`config.mk`:
```
export PLATFORM = sky130hd
export DESIGN_NAME = mdio_slave
export DESIGN_NICKNAME = d
export VERILOG_FILES = /design/src/rtl/mdio_slave.sv
export SDC_FILE = /design/constraint.sdc
export NUM_CORES = 1
export LEC_CHECK = 0
export BUFFER_PORTS_ARGS = -buffer_cell sky130_fd_sc_hd__buf_2
export CAP_MARGIN = 40
export CORE_MARGIN = 5
export CORE_UTILIZATION = 51
export DETAILED_ROUTE_END_ITERATION = 7
export HOLD_SLACK_MARGIN = 0.08
export PLACE_DENSITY = 0.75
export SYNTH_ARGS = -nofsm -noshare
export SYNTH_HDL_FRONTEND = slang
export SYNTH_SLANG_ARGS = --single-unit
```
`constraint.sdc`:
```
create_clock -name Clk -period 2.2 [get_ports Clk]
set_clock_uncertainty 0.1 [all_clocks]
set_input_delay 0.11 -clock Clk [delete_from_list [all_inputs] [get_ports Clk]]
set_output_delay 0.11 -clock Clk [all_outputs]
set_load 0.05 [all_outputs]
```
`src/rtl/mdio_slave.sv`:
```
// Clause-22 MDIO responder: oversamples MDC/MDIO on Clk, decodes frames for PHY_ADDR,
// issues register read/write strobes. Optional macro MDIO_SLAVE_PRE_SUPPRESS_EN enables preamble suppression.
`timescale 1ns/1ps
module mdio_slave #(
  parameter logic [4:0]  PHY_ADDR     = 5'b00100,
  parameter int unsigned SYNC_STAGES  = 2,
  parameter int unsigned PREAMBLE_LEN = 32
) (
  input  logic        Clk,
  input  logic        Rst_n,
  input  logic        MDC_I,
  input  logic        MDIO_I,
  output logic        MDIO_O,
  output logic        MDIO_T,
  output logic [4:0]  Reg_Addr,
  output logic [15:0] Reg_Wdata,
  output logic        Reg_Wr,
  output logic        Reg_Rd,
  input  logic [15:0] Reg_Rdata,
  output logic        Frame_Err,
  output logic        Busy
);

  localparam int unsigned    PW      = $clog2(PREAMBLE_LEN + 1);
  localparam logic [PW-1:0]  PRE_MAX = PW'(PREAMBLE_LEN);

  localparam logic [2:0] S_PRE    = 3'd0;
  localparam logic [2:0] S_ST1    = 3'd1;
  localparam logic [2:0] S_OP     = 3'd2;
  localparam logic [2:0] S_PHYAD  = 3'd3;
  localparam logic [2:0] S_REGAD  = 3'd4;
  localparam logic [2:0] S_TA     = 3'd5;
  localparam logic [2:0] S_DATA   = 3'd6;
  localparam logic [2:0] S_IGNORE = 3'd7;

  logic [SYNC_STAGES-1:0] mdc_sync;
  logic [SYNC_STAGES-1:0] mdio_sync;
  logic                   mdc_s;
  logic                   mdc_q;
  logic                   mdio_s;
  logic                   rise;
  logic                   fall;

  logic [2:0]    state;
  logic [4:0]    bit_cnt;
  logic [PW-1:0] pre_cnt;
  logic          pre_ok;
  logic          is_read;
  logic          op_hi;
  logic [3:0]    addr_sh;
  logic [15:0]   shift;
  logic          rd_d1;
  logic          release_pend;

  // Equal-depth chains keep MDC and MDIO samples aligned.
  always_ff @(posedge Clk or negedge Rst_n) begin
    if (!Rst_n) begin
      mdc_sync  <= '0;
      mdio_sync <= '0;
      mdc_q     <= 1'b0;
    end else begin
      mdc_sync  <= {mdc_sync[SYNC_STAGES-2:0], MDC_I};
      mdio_sync <= {mdio_sync[SYNC_STAGES-2:0], MDIO_I};
      mdc_q     <= mdc_sync[SYNC_STAGES-1];
    end
  end

  assign mdc_s  = mdc_sync[SYNC_STAGES-1];
  assign mdio_s = mdio_sync[SYNC_STAGES-1];
  assign rise   = mdc_s & ~mdc_q;
  assign fall   = ~mdc_s & mdc_q;

`ifdef MDIO_SLAVE_PRE_SUPPRESS_EN
  assign pre_ok = (pre_cnt != '0);
`else
  assign pre_ok = (pre_cnt >= PRE_MAX);
`endif

  assign Busy = (state != S_PRE);

  always_ff @(posedge Clk or negedge Rst_n) begin
    if (!Rst_n) begin
      state        <= S_PRE;
      bit_cnt      <= '0;
      pre_cnt      <= '0;
      is_read      <= 1'b0;
      op_hi        <= 1'b0;
      addr_sh      <= '0;
      shift        <= '0;
      rd_d1        <= 1'b0;
      release_pend <= 1'b0;
      MDIO_O       <= 1'b0;
      MDIO_T       <= 1'b1;
      Reg_Addr     <= '0;
      Reg_Wdata    <= '0;
      Reg_Wr       <= 1'b0;
      Reg_Rd       <= 1'b0;
      Frame_Err    <= 1'b0;
    end else begin
      Reg_Wr    <= 1'b0;
      Reg_Rd    <= 1'b0;
      Frame_Err <= 1'b0;
      rd_d1     <= Reg_Rd;
      if (rd_d1) begin
        shift <= Reg_Rdata;
      end

      // Pad changes only on MDC fall; read data leaves MSB first.
      if (fall) begin
        if (release_pend) begin
          MDIO_T       <= 1'b1;
          MDIO_O       <= 1'b0;
          release_pend <= 1'b0;
        end else if (state == S_TA && is_read && bit_cnt == 5'd1) begin
          MDIO_T <= 1'b0;
          MDIO_O <= 1'b0;
        end else if (state == S_DATA && is_read) begin
          MDIO_O <= shift[15];
          shift  <= {shift[14:0], 1'b0};
        end
      end

      if (rise) begin
        case (state)
          S_PRE: begin
            if (mdio_s) begin
              if (pre_cnt < PRE_MAX) begin
                pre_cnt <= pre_cnt + 1'b1;
              end
            end else if (pre_ok) begin
              state   <= S_ST1;
              pre_cnt <= '0;
            end else begin
              pre_cnt <= '0;
            end
          end
          S_ST1: begin
            bit_cnt <= '0;
            if (mdio_s) begin
              state <= S_OP;
            end else begin
              Frame_Err <= 1'b1;
              state     <= S_PRE;
            end
          end
          S_OP: begin
            if (bit_cnt == 5'd0) begin
              op_hi   <= mdio_s;
              bit_cnt <= 5'd1;
            end else begin
              bit_cnt <= '0;
              if (op_hi != mdio_s) begin
                is_read <= op_hi;
                state   <= S_PHYAD;
              end else begin
                Frame_Err <= 1'b1;
                state     <= S_PRE;
              end
            end
          end
          S_PHYAD: begin
            if (bit_cnt == 5'd4) begin
              bit_cnt <= '0;
              state   <= ({addr_sh, mdio_s} == PHY_ADDR) ? S_REGAD : S_IGNORE;
            end else begin
              addr_sh <= {addr_sh[2:0], mdio_s};
              bit_cnt <= bit_cnt + 1'b1;
            end
          end
          S_REGAD: begin
            if (bit_cnt == 5'd4) begin
              bit_cnt  <= '0;
              Reg_Addr <= {addr_sh, mdio_s};
              Reg_Rd   <= is_read;
              state    <= S_TA;
            end else begin
              addr_sh <= {addr_sh[2:0], mdio_s};
              bit_cnt <= bit_cnt + 1'b1;
            end
          end
          S_TA: begin
            if (is_read) begin
              if (bit_cnt == 5'd1) begin
                bit_cnt <= '0;
                state   <= S_DATA;
              end else begin
                bit_cnt <= 5'd1;
              end
            end else if (bit_cnt == 5'd0) begin
              if (mdio_s) begin
                bit_cnt <= 5'd1;
              end else begin
                Frame_Err <= 1'b1;
                state     <= S_PRE;
              end
            end else begin
              bit_cnt <= '0;
              if (!mdio_s) begin
                state <= S_DATA;
              end else begin
                Frame_Err <= 1'b1;
                state     <= S_PRE;
              end
            end
          end
          S_DATA: begin
            if (!is_read) begin
              shift <= {shift[14:0], mdio_s};
            end
            if (bit_cnt == 5'd15) begin
              bit_cnt <= '0;
              state   <= S_PRE;
              if (is_read) begin
                release_pend <= 1'b1;
              end else begin
                Reg_Wdata <= {shift[14:0], mdio_s};
                Reg_Wr    <= 1'b1;
              end
            end else begin
              bit_cnt <= bit_cnt + 1'b1;
            end
          end
          S_IGNORE: begin
            // Foreign frame: REGAD + TA + DATA (23 bits) remain after PHYAD.
            if (bit_cnt == 5'd22) begin
              bit_cnt <= '0;
              state   <= S_PRE;
            end else begin
              bit_cnt <= bit_cnt + 1'b1;
            end
          end
          default: begin
            bit_cnt <= '0;
            state   <= S_PRE;
          end
        endcase
      end
    end
  end

endmodule

```
==> results of run 1 <==
## per-stage QoR
stage	setup slack (ns)	total power, mW	setup TNS (ns)	cells	hold WS [ns]
final	-0.0260	2.41	-0.0260	468	0.183
after detailed placement	-0.0486	1.41	-0.0807	432	0.0171
after global placement	0.0188	1.40	0	432	0.0169
after CTS	-0.0182	2.44	-0.0182	467	0.185
after global routing	-0.100	2.51	-0.100	468	0.241
after floorplan	0.00313	1.35	0	297	-0.286
## layer usage
layer  track usage [%]  vias to the layer above
met5                 0                        -
met4              7.07                        0
met3              4.00                       11
met2              30.1                       58
met1              24.7                     1227
li1                  -                     1231
## worst min-delay path by stage
| stage | to | slack, ns | cells past startpoint |
|---|---|---|---|
| final | bit_cnt[0]$_DFFE_PN0P_ | 0.18 | 2 |
| after global routing | bit_cnt[0]$_DFFE_PN0P_ | 0.24 | 2 |
| after CTS | pre_cnt[5]$_DFFE_PN0P_ | 0.19 | 2 |
| after detailed placement | pre_cnt[1]$_DFFE_PN0P_ | 0.02 | 1 |
| after global placement | pre_cnt[1]$_DFFE_PN0P_ | 0.02 | 1 |
| after floorplan | Frame_Err$_DFF_PN0_ | -0.29 | 0 |
## registers in the layout (all words and copies together), names as in the netlist
name and flops:
Frame_Err 1, MDIO_O 1, MDIO_T 1, Reg_Addr 5
Reg_Rd 1, Reg_Wdata 16, Reg_Wr 1, addr_sh 4
bit_cnt 5, is_read 1, mdc_q 1, mdc_sync 2
mdio_sync 2, op_hi 1, pre_cnt 6, rd_d1 1
release_pend 1, shift 16, state 3
## power by group through the flow
stage | logic, mW | registers, mW | clock network, mW
3_3_place_gp | 0.0854 | 1.32 | 0
3_5_place_dp | 0.0881 | 1.32 | 0
5_1_grt | 0.129 | 1.30 | 1.09
4_1_cts | 0.115 | 1.29 | 1.03
2_1_floorplan | 0.0306 | 1.32 | 0
6_report | 0.114 | 1.29 | 1.01
## synth_stat cells (all sizes together), types with 2 or more instances
library cell,count
a211oi,2
a21oi,24
a22o,5
a41oi,2
and3,2
buf,4
clkbuf,10
dfrtp,68
ha,9
inv,16
mux2,26
mux2i,18
nand2,11
nand2b,6
nand3,6
nand4,4
nand4bb,2
nor2,30
nor2b,4
nor3,10
nor3b,2
nor4b,2
o21ai,12
o31ai,2
o32ai,2
xnor2,2
xor2,2
## critical path: stages (launching register included)
cell,delay [ns]
dfrtp_1,0.42
inv_2,0.10
ha_4,0.13
or4b_4,0.54
ha_4,0.20
nor2_2,0.07
o22ai_1,0.07
o21ai_1,0.13
o31ai_1,0.07
mux2_4,0.27
## cell families after synthesis
family / Yosys count / share of synthesized area, %
adders and majority gates: 9 / 3.41
and+or+nand+nor: 85 / 13.6
DFF: 69 / 52.3
xor gates and xnor gates: 4 / 1.06
muxes: 44 / 14.3
AOI/OAI and AO/OA: 56 / 11.5
buffers and inverters: 30 / 3.71
## area by class of cell
cell class	count	share of cell area, %
flip-flops and latches	69	40.8
multi-input cells	198	35.6
repair buffers	93	15.5
clock buffers	9	2.92
well taps	77	2.27
clock inverters	6	1.51
inverters	16	1.42
## repair_timing
item	in CTS	in global routing
hold buffers	19	0
gates resized for setup	4	5
setup endpoints to repair	4	6
buffers inserted	1	1
hold endpoints to repair	38	0
pin swaps	1	4
==> results.txt, run 1 <==
----------------------------------------------------
[Worst setup path]
  Category of the worst setup path launch point ... flop
  Critical path class ... reg2reg
  R2R Path Start ... bit_cnt[1]$_DFFE_PN0P_
  Reg2reg end ... state[1]$_DFFE_PN0P_
  Worst EP required ... 2.32 ns
  Worst-case reg-to-reg path depth ... 9
  Worst EP arrival ... 2.35 ns
  R2r setup slk ... -0.03 ns
  Launch point of the critical path ... bit_cnt[1]$_DFFE_PN0P_
  Timing endpoint of the critical path ... state[1]$_DFFE_PN0P_
  Kind of end point of the critical path ... flop
  Largest fanout on the critical path ... 6

[Route]
  Metal-1 WL ... 3330 um
  Residual DRC count ... 0
  Total wire length ... 7370 um
  Drt wl/cell ... 15.8 um
  Top layer used by detailed routing ... met4
  Starting DRC count in detailed routing ... 157
  Met2 Routed Length ... 3670 um
  Length of the first detailed-routing pass in iterations ... 4
  Post-detailed-route count of antenna-violating nets ... 0
  Met3 wire length ... 276 um
  Via total after detailed routing ... 2527
  Average via count per standard cell ... 5.40

[Cells and area]
  Area growth from synthesis to layout ... 28.3%
  Footprint of the multi-input gates ... 1510 um^2
  Number of antenna repair diodes ... 0
  Commonest non-fill, non-tap cells in the layout ... dfrtp_1, buf_2, nor2_1
  Ratio of cells with drive above 1 in the final layout ... 34.8%
  Footprint of the flip-flops and latches ... 1730 um^2
  Most common library cell in the layout ignoring fill and taps ... dfrtp_1
  Fill cell total of the finished layout ... 494
  Layout Nets ... 416
  Non-Filler Cell Area, Final ... 4240 um^2
  Final core utilization ... 67.1%

[STA]
  Worst slew margin relative to its limit ... 64.0%
  Worst slew pin tran ... 0.540 ns
  Post-route minimum period ... 2.23 ns
  Hold violation total from the final report ... 0
  Total count of max-transition violations in the final report ... 0
  Highest clock rate ... 449 MHz
  Unrepaired setup endpoints after global routing ... true
  Period utilization ... 101%
  Minimum setup slack in the final design ... -0.0260 ns
  Final Setup Violations ... 1

[Global route]
  Total gr overflow ... 0
  First-pass GRT wire length ... 12500 um
  Pin count of the biggest net entering global routing ... 50
  Number of antenna violations at the first check in global routing ... 0
  Via count of the first global-routing pass ... 2541
  Global-route usage over all layers ... 18.7%

[Synthesis]
  Post-synth EDFFs ... 0
  Proportion of synthesized chip area in sequential cells ... 52.3%
  Per-instance average area after synthesis ... 11.1 um^2
  Fraction of synthesized cell area taken by the top area cell type ... 51.5%
  Largest cells by area after synthesis ... dfrtp_1, mux2_2, mux2i_1, a21oi_1, ha_1
  Number of synthesis warnings ... 0
  Dominant register cell in the synthesized netlist ... dfrtp_1
  Area of the mapped netlist ... 3300 um^2
  Cell count after synthesis ... 297
  Most area-hungry cell type in the Yosys netlist ... dfrtp_1
  Syn_nets ... 326
  Flip-flop and latch count after synthesis ... 69
  Synth unique cells ... 46
  Post-synthesis async set-or-reset flop share ... 100%

[Clock tree]
  Clock tree sinks ... 69
  TritonCTS clock tree ... built
  Worst-case clock buffer depth ... 2
  Cts bufs inserted ... 9
  Root Buffer ... clkbuf_8
  Clock latency reported for the late side of the worst-skew pair ... 0.34 ns
  Register clock-pin slew on the reported worst setup and hold paths ... 0.08 ns
  H-tree depth reported by CTS ... 3

[Floorplan]
  Count of boundary I/O pins ... 47
  Starting Density ... 52.3%
  Area of the die ... 8180 um^2
  Core ar. ... 6310 um^2
  Total number of placement rows ... 29
  Die height ... 90.5 um
  Width of the chip ... 90.5 um

[Power and ir drop]
  Relative contribution of sequential cells to total power ... 53.6%
  Net Switching ... 560 uW
  Leakage power ... 1.98 nW
  Share of total power in combinational logic ... 4.7%
  Sw frac ... 23.2%
  Power share of the clock group ... 41.7%
  Internal power ... 1.85 mW
  Worst voltage drop across the vdd grid ... 0.000471 V
  Ratio of total power to cell area ... 570 nW/um^2

[Job]
  Max-capacitance violation count ... 0

[Min path]
  Worst hold path type ... in2async

[Place]
  Final weighted congestion of routability-driven global placement ... 0.957
  Count of port buffers added during placement ... 46
  Cell area after placement ... 3800 um^2
  Post-detail-place hpwl ... 4900 um

[Status]
  Result of the run ... finished, violations left
  Violated checks ... setup timing

----------------------------------------------------
(Power assumes the default switching activity.)
==> inputs of run 2 (changes only) <==
CTS_BUF_LIST = sky130_fd_sc_hd__clkbuf_16   (was not set)
CTS_CLUSTER_DIAMETER = 100   (was not set)
==> run 2 against run 1 <==
- the run still ends with setup timing left
- count of clock-buffer cells in the layout unchanged
- total power up 17%
- flip-flop and latch count unchanged
- critical path type unchanged
- wire length up 3.7%
- largest power group is now clock
==> results.txt, run 2 (same netlist as run 1, synthesis figures left out) <==
----------------------------------------------------
[STA]
  Worst slew margin relative to its limit ... 64.7%
  Unrepaired setup endpoints after global routing ... true
  Final Setup Violations ... 1
  Highest clock rate ... 450 MHz
  Period utilization ... 101%
  Worst slew pin tran ... 0.530 ns
  Minimum setup slack in the final design ... -0.0221 ns
  Post-route minimum period ... 2.22 ns
  Hold violation total from the final report ... 0
  Final hold slack ... 0.194 ns
  Total count of max-transition violations in the final report ... 0

[Cells and area]
  Footprint of the multi-input gates ... 1510 um^2
  Number of antenna repair diodes ... 0
  Commonest non-fill, non-tap cells in the layout ... dfrtp_1, buf_2, nor2_1
  Largest registers ... Reg_Wdata (16), shift (16), pre_cnt (6)
  Most common library cell in the layout ignoring fill and taps ... dfrtp_1
  Ratio of cells with drive above 1 in the final layout ... 34.9%
  Layout Nets ... 417
  Fill cell total of the finished layout ... 456
  Footprint of the flip-flops and latches ... 1730 um^2
  Area growth from synthesis to layout ... 31.6%

[Min path]
  Worst hold path type ... in2async

[Route]
  Length of the first detailed-routing pass in iterations ... 4
  Post-detailed-route count of antenna-violating nets ... 0
  Residual DRC count ... 0
  Via total after detailed routing ... 2571
  Total wire length ... 7640 um
  Starting DRC count in detailed routing ... 148
  Drt wl/cell ... 16.3 um
  Average via count per standard cell ... 5.48

[Worst setup path]
  R2r setup slk ... -0.02 ns
  Kind of end point of the critical path ... flop
  Worst-case reg-to-reg path depth ... 9
  Category of the worst setup path launch point ... flop
  Worst EP required ... 2.31 ns
  Worst EP arrival ... 2.33 ns
  Largest fanout on the critical path ... 6
  Critical path class ... reg2reg
  Reg2reg end ... state[1]$_DFFE_PN0P_
  R2R Path Start ... bit_cnt[1]$_DFFE_PN0P_

[Clock tree]
  Register clock-pin slew on the reported worst setup and hold paths ... 0.06 ns
  H-tree depth reported by CTS ... 3
  Worst-case clock buffer depth ... 2
  Clock tree sinks ... 69
  Clock latency reported for the late side of the worst-skew pair ... 0.33 ns
  Root Buffer ... clkbuf_16
  TritonCTS clock tree ... built
  Cts bufs inserted ... 9

[Floorplan]
  Width of the chip ... 90.5 um
  Total number of placement rows ... 29
  Area of the die ... 8180 um^2
  Count of boundary I/O pins ... 47
  Core ar. ... 6310 um^2
  Die height ... 90.5 um
  Starting Density ... 52.3%

[Global route]
  Pin count of the biggest net entering global routing ... 50
  Number of antenna violations at the first check in global routing ... 0
  First-pass GRT wire length ... 12900 um
  Global-route usage over all layers ... 19.4%
  Total gr overflow ... 0
  Via count of the first global-routing pass ... 2585

[Status]
  Result of the run ... finished, violations left
  Violated checks ... setup timing

[Power and ir drop]
  Total power draw ... 2.83 mW
  Leakage power ... 2.03 nW
  Worst voltage drop across the vdd grid ... 0.000573 V
  Ratio of total power to cell area ... 651 nW/um^2

[Place]
  Post-detail-place hpwl ... 4900 um
  Count of port buffers added during placement ... 46
  Final weighted congestion of routability-driven global placement ... 0.957

[Job]
  Max-capacitance violation count ... 0

----------------------------------------------------
## run 2: cell count changes in the layout (fill, tap and decap cells not counted)
cell       change
buf_4          +1
clkbuf_8       -9
clkbuf_16      +9
## run 2: stage by stage
stage | utilization [%] | worst slack [ns] | TNS (ns) | std cells | instance area (um^2)
floorplan | - | 0.00313 | 0 | 297 | 3310
global placement | 60.2 | 0.0188 | 0 | 432 | 3800
detailed placement | 60.2 | -0.0486 | -0.0807 | 432 | 3800
CTS | 68.1 | -0.0138 | -0.0138 | 467 | 4300
global route | 68.8 | -0.0909 | -0.151 | 469 | 4340
finish | 68.8 | -0.0221 | -0.0221 | 469 | 4340
## run 2: cell type report
cell class / count / share of cell area (%)
sequential: 69 / 39.8
timing repair buffer: 94 / 15.3
clock buffer: 9 / 5.18
clock inverter: 6 / 1.47
multi-input combinational: 198 / 34.7
tap: 77 / 2.22
inverter: 16 / 1.38
## run 2: worst max path at each step
stage	startpoint	end	cells past startpoint	slack, ns
after global placement	bit_cnt[1]$_DFFE_PN0P_	state[1]$_DFFE_PN0P_	9	0.02
final	bit_cnt[1]$_DFFE_PN0P_	state[1]$_DFFE_PN0P_	9	-0.02
after floorplan	bit_cnt[0]$_DFFE_PN0P_	state[1]$_DFFE_PN0P_	10	0.003
after detailed placement	bit_cnt[1]$_DFFE_PN0P_	state[1]$_DFFE_PN0P_	7	-0.05
after global routing	bit_cnt[0]$_DFFE_PN0P_	state[1]$_DFFE_PN0P_	9	-0.09
after CTS	bit_cnt[1]$_DFFE_PN0P_	state[1]$_DFFE_PN0P_	9	-0.01
## run 2: timing repair
action,in CTS,in global routing
buffers inserted,1,2
setup endpoints to repair,4,7
hold buffers,19,0
resized for setup,4,5
pin swaps,0,7
hold endpoints to repair,38,0
## run 2: worst max-delay path, cell delays in order (launching register included)
cell     delay (ns)
dfrtp_1        0.41
inv_2          0.10
ha_4           0.13
or4b_4         0.54
ha_4           0.20
nor2_2         0.07
o22ai_1        0.07
o21ai_1        0.13
o31ai_1        0.07
mux2_4         0.27
## run 2: per-layer routing
layer	GRT usage, %	vias to the layer above	part of all wire, %
li1	-	1229	-
met1	24.6	1264	43
met2	32.4	64	51
met4	7.57	0	1.9
met3	4.17	14	4.6
met5	0	-	0
## run 2: power breakdown
part | total (mW) | internal, mW | switching (mW)
logic | 0.115 | 0.0541 | 0.0604
clock network | 1.42 | 0.870 | 0.549
registers | 1.30 | 1.28 | 0.0120
